**src/rtl/ccff_pkg.sv**
```systemverilog
// Shared types and helpers for the configuration-chain loader and readback checker.
package ccff_pkg;

  // Chain length of one ble4 tile: 16 LUT bits plus 2 output-mux bits.
  localparam int unsigned BLE4_CCFF_LEN = 18;

  typedef enum logic [2:0] {
    StIdle,
    StWaitByte,
    StShift,
    StDone,
    StErr
  } ccff_state_e;

  // One serial CRC-8 step: MSB-first, implicit x^8, no reflection.
  function automatic logic [7:0] crc8_step(input logic [7:0] crc, input logic bit_in,
                                           input logic [7:0] poly);
    logic fb;
    fb = crc[7] ^ bit_in;
    return {crc[6:0], 1'b0} ^ (fb ? poly : 8'h00);
  endfunction

endpackage

```
**src/rtl/ccff_crc8.sv**
```systemverilog
// Serial CRC-8 accumulator; shared by the chain loader and the readback checker.
module ccff_crc8
  import ccff_pkg::*;
#(
  parameter logic [7:0] Poly = 8'h07
) (
  input  logic       clk_i,
  input  logic       reset_i,
  input  logic       clear_i,
  input  logic       en_i,
  input  logic       bit_i,
  output logic [7:0] crc_o
);

  logic [7:0] crc_q, crc_d;

  always_comb begin
    crc_d = crc_q;
    if (clear_i) begin
      crc_d = '0;
    end else if (en_i) begin
      crc_d = crc8_step(crc_q, bit_i, Poly);
    end
  end

  always_ff @(posedge clk_i or posedge reset_i) begin
    if (reset_i) begin
      crc_q <= '0;
    end else begin
      crc_q <= crc_d;
    end
  end

  assign crc_o = crc_q;

endmodule

```
**src/rtl/ccff_chain_loader.sv**
```systemverilog
// Serialises a byte-stream bitstream MSB-first onto the tile configuration chain and
// accumulates a CRC-8 over the previous contents leaving the chain tail.
module ccff_chain_loader
  import ccff_pkg::*;
#(
  parameter int unsigned CHAIN_LEN = BLE4_CCFF_LEN,
  parameter logic [7:0]  CRC_POLY  = 8'h07
) (
  input  logic       prog_clk,
  input  logic       reset,
  input  logic       start,
  input  logic [7:0] cfg_data,
  input  logic       cfg_valid,
  input  logic       cfg_last,
  output logic       cfg_ready,
  output logic       ccff_head,
  output logic       chain_shift_en,
  input  logic       ccff_tail,
  output logic       busy,
  output logic       done,
  output logic       err_short,
  output logic       err_long,
  output logic [7:0] tail_crc
);

  localparam int unsigned     CntW        = $clog2(CHAIN_LEN + 1);
  localparam logic [CntW-1:0] ChainLenCnt = CntW'(CHAIN_LEN);

  ccff_state_e     state_q, state_d;
  logic [CntW-1:0] bits_done_q, bits_done_d, bits_done_inc;
  logic [3:0]      rem_q, rem_d, rem_init;
  logic [7:0]      shreg_q, shreg_d;
  logic            last_q, last_d;
  logic            head_q, head_d;
  logic            shift_en_q, shift_en_d;
  logic            done_q, done_d;
  logic            err_short_q, err_short_d;
  logic            err_long_q, err_long_d;
  logic            crc_clear, crc_en;
  int unsigned     bits_left;

  assign bits_done_inc = bits_done_q + CntW'(1);
  assign bits_left     = CHAIN_LEN - 32'(bits_done_q);
  // Final byte may carry padding beyond the chain; only the needed bits are shifted.
  assign rem_init      = (bits_left >= 32'd8) ? 4'd8 : 4'(bits_left);

  always_ff @(posedge prog_clk or posedge reset) begin
    if (reset) begin
      state_q <= StIdle;
    end else begin
      state_q <= state_d;
    end
  end

  always_comb begin
    state_d     = state_q;
    bits_done_d = bits_done_q;
    rem_d       = rem_q;
    shreg_d     = shreg_q;
    last_d      = last_q;
    head_d      = 1'b0;
    shift_en_d  = 1'b0;
    done_d      = done_q;
    err_short_d = err_short_q;
    err_long_d  = err_long_q;
    crc_clear   = 1'b0;
    crc_en      = 1'b0;
    unique case (state_q)
      StIdle, StDone, StErr: begin
        if (start) begin
          state_d     = StWaitByte;
          bits_done_d = '0;
          done_d      = 1'b0;
          err_short_d = 1'b0;
          err_long_d  = 1'b0;
          crc_clear   = 1'b1;
        end
      end
      StWaitByte: begin
        if (cfg_valid) begin
          // shreg keeps the not-yet-presented bits aligned at bit 7
          shreg_d    = {cfg_data[6:0], 1'b0};
          last_d     = cfg_last;
          rem_d      = rem_init;
          head_d     = cfg_data[7];
          shift_en_d = 1'b1;
          state_d    = StShift;
        end
      end
      StShift: begin
        // Every StShift cycle ends in a chain capture edge.
        crc_en      = 1'b1;
        bits_done_d = bits_done_inc;
        rem_d       = rem_q - 4'd1;
        shreg_d     = {shreg_q[6:0], 1'b0};
        if (rem_q == 4'd1) begin
          if (bits_done_inc == ChainLenCnt) begin
            if (last_q) begin
              state_d = StDone;
              done_d  = 1'b1;
            end else begin
              state_d    = StErr;
              err_long_d = 1'b1;
            end
          end else if (last_q) begin
            state_d     = StErr;
            err_short_d = 1'b1;
          end else begin
            state_d = StWaitByte;
          end
        end else begin
          head_d     = shreg_q[7];
          shift_en_d = 1'b1;
        end
      end
      default: state_d = StIdle;
    endcase
  end

  always_comb begin
    busy      = 1'b0;
    cfg_ready = 1'b0;
    unique case (state_q)
      StWaitByte: begin
        busy      = 1'b1;
        cfg_ready = 1'b1;
      end
      StShift: busy = 1'b1;
      default: ;
    endcase
  end

  always_ff @(posedge prog_clk or posedge reset) begin
    if (reset) begin
      bits_done_q <= '0;
      rem_q       <= '0;
      shreg_q     <= '0;
      last_q      <= 1'b0;
      head_q      <= 1'b0;
      shift_en_q  <= 1'b0;
      done_q      <= 1'b0;
      err_short_q <= 1'b0;
      err_long_q  <= 1'b0;
    end else begin
      bits_done_q <= bits_done_d;
      rem_q       <= rem_d;
      shreg_q     <= shreg_d;
      last_q      <= last_d;
      head_q      <= head_d;
      shift_en_q  <= shift_en_d;
      done_q      <= done_d;
      err_short_q <= err_short_d;
      err_long_q  <= err_long_d;
    end
  end

  ccff_crc8 #(
    .Poly(CRC_POLY)
  ) u_crc (
    .clk_i  (prog_clk),
    .reset_i(reset),
    .clear_i(crc_clear),
    .en_i   (crc_en),
    .bit_i  (ccff_tail),
    .crc_o  (tail_crc)
  );

  assign ccff_head      = head_q;
  assign chain_shift_en = shift_en_q;
  assign done           = done_q;
  assign err_short      = err_short_q;
  assign err_long       = err_long_q;

endmodule

```
**config.mk**
```make
export PLATFORM = sky130hd
export DESIGN_NAME = ccff_chain_loader
export DESIGN_NICKNAME = d
export VERILOG_FILES = /design/src/rtl/ccff_pkg.sv /design/src/rtl/ccff_crc8.sv /design/src/rtl/ccff_chain_loader.sv
export SDC_FILE = /design/constraint.sdc
export NUM_CORES = 1
export LEC_CHECK = 0
export CAP_MARGIN = 20
export CORE_UTILIZATION = 56
export DETAILED_ROUTE_END_ITERATION = 6
export PLACE_DENSITY = 0.88
export SLEW_MARGIN = 10
export SYNTH_ARGS = -nofsm -noshare
export SYNTH_HDL_FRONTEND = slang
export SYNTH_SLANG_ARGS = --single-unit
```
**constraint.sdc**
```tcl
create_clock -name prog_clk -period 4.7 [get_ports prog_clk]
set_input_delay 0.705 -clock prog_clk [delete_from_list [all_inputs] [get_ports prog_clk]]
set_output_delay 0.705 -clock prog_clk [all_outputs]
set_load 0.01 [all_outputs]
```
==> reports/metrics.yaml <==
status: "complete, no violations"
seq_area_frac_synth_pct: 47.24
ir_drop_mv: 0.4419
design_area_um2: 2100
clk_pin_slew_worst_paths_ps: 100
power_density_nw_per_um2: 575.3
max_freq_mhz: 324.4
cts_tree: "done"
yosysWarningCount: 0
mostFrequentLayoutCell: "nand2_1"
fin_cells: 247
globalplace.congestion: 0.7793
cts_setup_buffers: 0
grt_pass1_vias: 1413
intPower_w: 0.0006882
post-route-min-period_ps: 3082
grt_pass1_wl_um: 6499
synth_cells: 186
place_area_um2: 2044
final.setup_skew_ps: 14.17
cts_sinks: 33
dieArea_um2: 3349
clkPwrFrac_pct: 13.3
antenna_cells: 0
p_seq_share_pct: 40.4
core_um2: 2853
fin_crit_sh_pct: 65.58
clockBufferDepth: 2
place_hpwl_um: 2806
switching_share_pct: 43.02
io_pins: 29
worstPathRequired_ps: 3990
avgRoutedWirePerCell_um: 15.63
tightest_slew_ps: 830.9
drv_cap: 0
worstSetupStartpoint: "state_q[1]"
min_path_type: "reg2reg"
drive_gt1_share_pct: 10.65
combPwrFrac_pct: 46.2
multi_input_area_um2: 850.8
synth_edf_count: 0
setup_violations: 0
drtAntennaViolNets: 0
r2r_cells: 5
cts_buffers: 5
ys_seq_elements: 33
first_pass_iters: 4
cpPeakStageDelay_ps: 730
r2r-end: "state_q[2]"
dp.cells: 239
worst_path_max_delay_cell: "or3b_1"
leakagePower_nw: 0.9458
min_from: "shreg_q[4]"
postCtsHoldBufs: 0
initial_utilization_pct: 61.27
synth_nets: 206
fillers: 202
p_sw_w: 0.0005196
syn_to_final_growth_pct: 20.11
io_buffers: 28
r2r_start: "state_q[1]"
track_usage_pct: 26.56
crit_end: "busy"
utilization_pct: 73.60
cts_resized: 0
worst_setup_path_end_kind: "primary output"
grt_max_degree: 34
register_area_um2: 825.8
synth.avg_cell_area_um2: 9.397
finalHoldViolCount: 0
via_count: 1481
ys.flop_type: "dfrtp_1"
relSlewSlack_pct: 44.61
nNetsFinal: 235
fp-row-count: 19
routed_wl_um: 3861
viasPerCell: 5.996
clk_latency_ps: 360
synth-async-reset-ratio_pct: 100.0
most-common-layout-cells: "nand2_1, dfrtp_1, clkdlybuf4s50_1"
preCtsSetupSlack_ps: 2024
antenna_found_initial: 0
r2r_slack_ps: 2470
grt_overflow_total: 0
die_width_um: 57.87
cts_root_buf: "clkbuf_4"
cts_max_level: 2
synth_cell_types: 44
crit_type: "reg2out"
tns_ps: 0
route.detailed.drc: 0
worstPathCellList: "or3b_1, o21ai_0, clkdlybuf4s50_1"
maxSlewViolCount: 0
grt_setup_unrepaired: "false"
die_h_um: 57.87
crit_arrival_ps: 2380
cp-start-kind: "flip-flop"
crit_fanout: 23
synth_area_um2: 1748
initialDrtViolationCount: 78
fin_ws_ps: 1618
[power groups by stage]
stage	Combinational (W)	Sequential [W]	Clock [W]
2_1_floorplan	0.000387	0.000471	0
3_3_place_gp	0.000530	0.000480	0
3_5_place_dp	0.000557	0.000492	0
4_1_cts	0.000559	0.000488	0.000162
5_1_grt	0.000625	0.000505	0.000172
6_report	0.000558	0.000488	0.000161
[synthesized netlist by cell type (all sizes together) (4+ instances only)]
cell type | instances | area (um^2)
clkbuf | 5 | 18.77
dfrtp | 33 | 825.8
nand2 | 35 | 131.4
a22oi | 5 | 37.54
xor2 | 4 | 35.03
nor2 | 13 | 48.80
ha | 6 | 75.07
a21oi | 15 | 86.34
inv | 9 | 33.79
nand3 | 4 | 20.02
or2 | 4 | 25.02
o21ai | 11 | 55.05
[metrics by stage]
step | hold slack [ps] | power [W]
final | 493.7 | 0.001208
after global routing | 506.6 | 0.001302
after CTS | 491.1 | 0.001209
after detailed placement | 464.5 | 0.001049
after global placement | 460.9 | 0.001010
after floorplan | 446.8 | 0.0008579
[metal layers]
| metal | share of wire, % | up-vias | wire length [um] | GRT usage, % |
|---|---|---|---|---|
| met2 | 50 | 63 | 1923 | 41.71 |
| li1 | - | 707 | - | - |
| met4 | 4.2 | 0 | 161 | 18.37 |
| met3 | 6.9 | 18 | 266 | 7.143 |
| met5 | 0 | - | 0 | 0 |
| met1 | 39 | 693 | 1510 | 31.85 |
[sequential cells by signal, indices dropped and copies added, names as in the netlist]
signal	count
bits_done_q	5
ccff_head	1
chain_shift_en	1
done	1
err_long	1
err_short	1
last_q	1
rem_q	4
shreg_q	7
state_q	3
u_crc.crc_o	8
[critical path: cells and delay by family (launching register included)]
family | cells | cell delay (ps)
buffers and inverters | 1 | 580
AO/OA/AOI/OAI | 1 | 240
flip-flops | 1 | 490
AND/OR/NAND/NOR | 1 | 730
[area by class of cell]
class | count | area share, %
clock buffer | 5 | 1.788
tap | 31 | 1.847
clock inverter | 3 | 0.8343
timing repair buffer | 30 | 14.06
inverter | 9 | 1.609
multi-input combinational | 136 | 40.52
sequential | 33 | 39.33
[cells by family (layout without fill, tap and decap cells)]
logic type	count (synthesis)	after routing	share of synthesized area [%]
XOR/XNOR	4	4	2.004
buffers and inverters	17	47	4.367
AO/OA/AOI/OAI	48	48	19.40
flip-flops	33	33	47.24
AND/OR/NAND/NOR	76	76	21.55
adder cells (fa/ha/maj)	6	6	4.295
multiplexers	2	2	1.145
[worst min-delay path by stage]
| stage | end | slack, ps | cells after the start |
|---|---|---|---|
| 6_report | shreg_q[4] | 490 | 2 |
| 2_1_floorplan | shreg_q[4] | 450 | 2 |
| 3_5_place_dp | shreg_q[4] | 460 | 2 |
| 4_1_cts | shreg_q[4] | 490 | 2 |
| 3_3_place_gp | shreg_q[4] | 460 | 2 |
| 5_1_grt | shreg_q[4] | 510 | 2 |
Power figures use the tool's default switching activity.
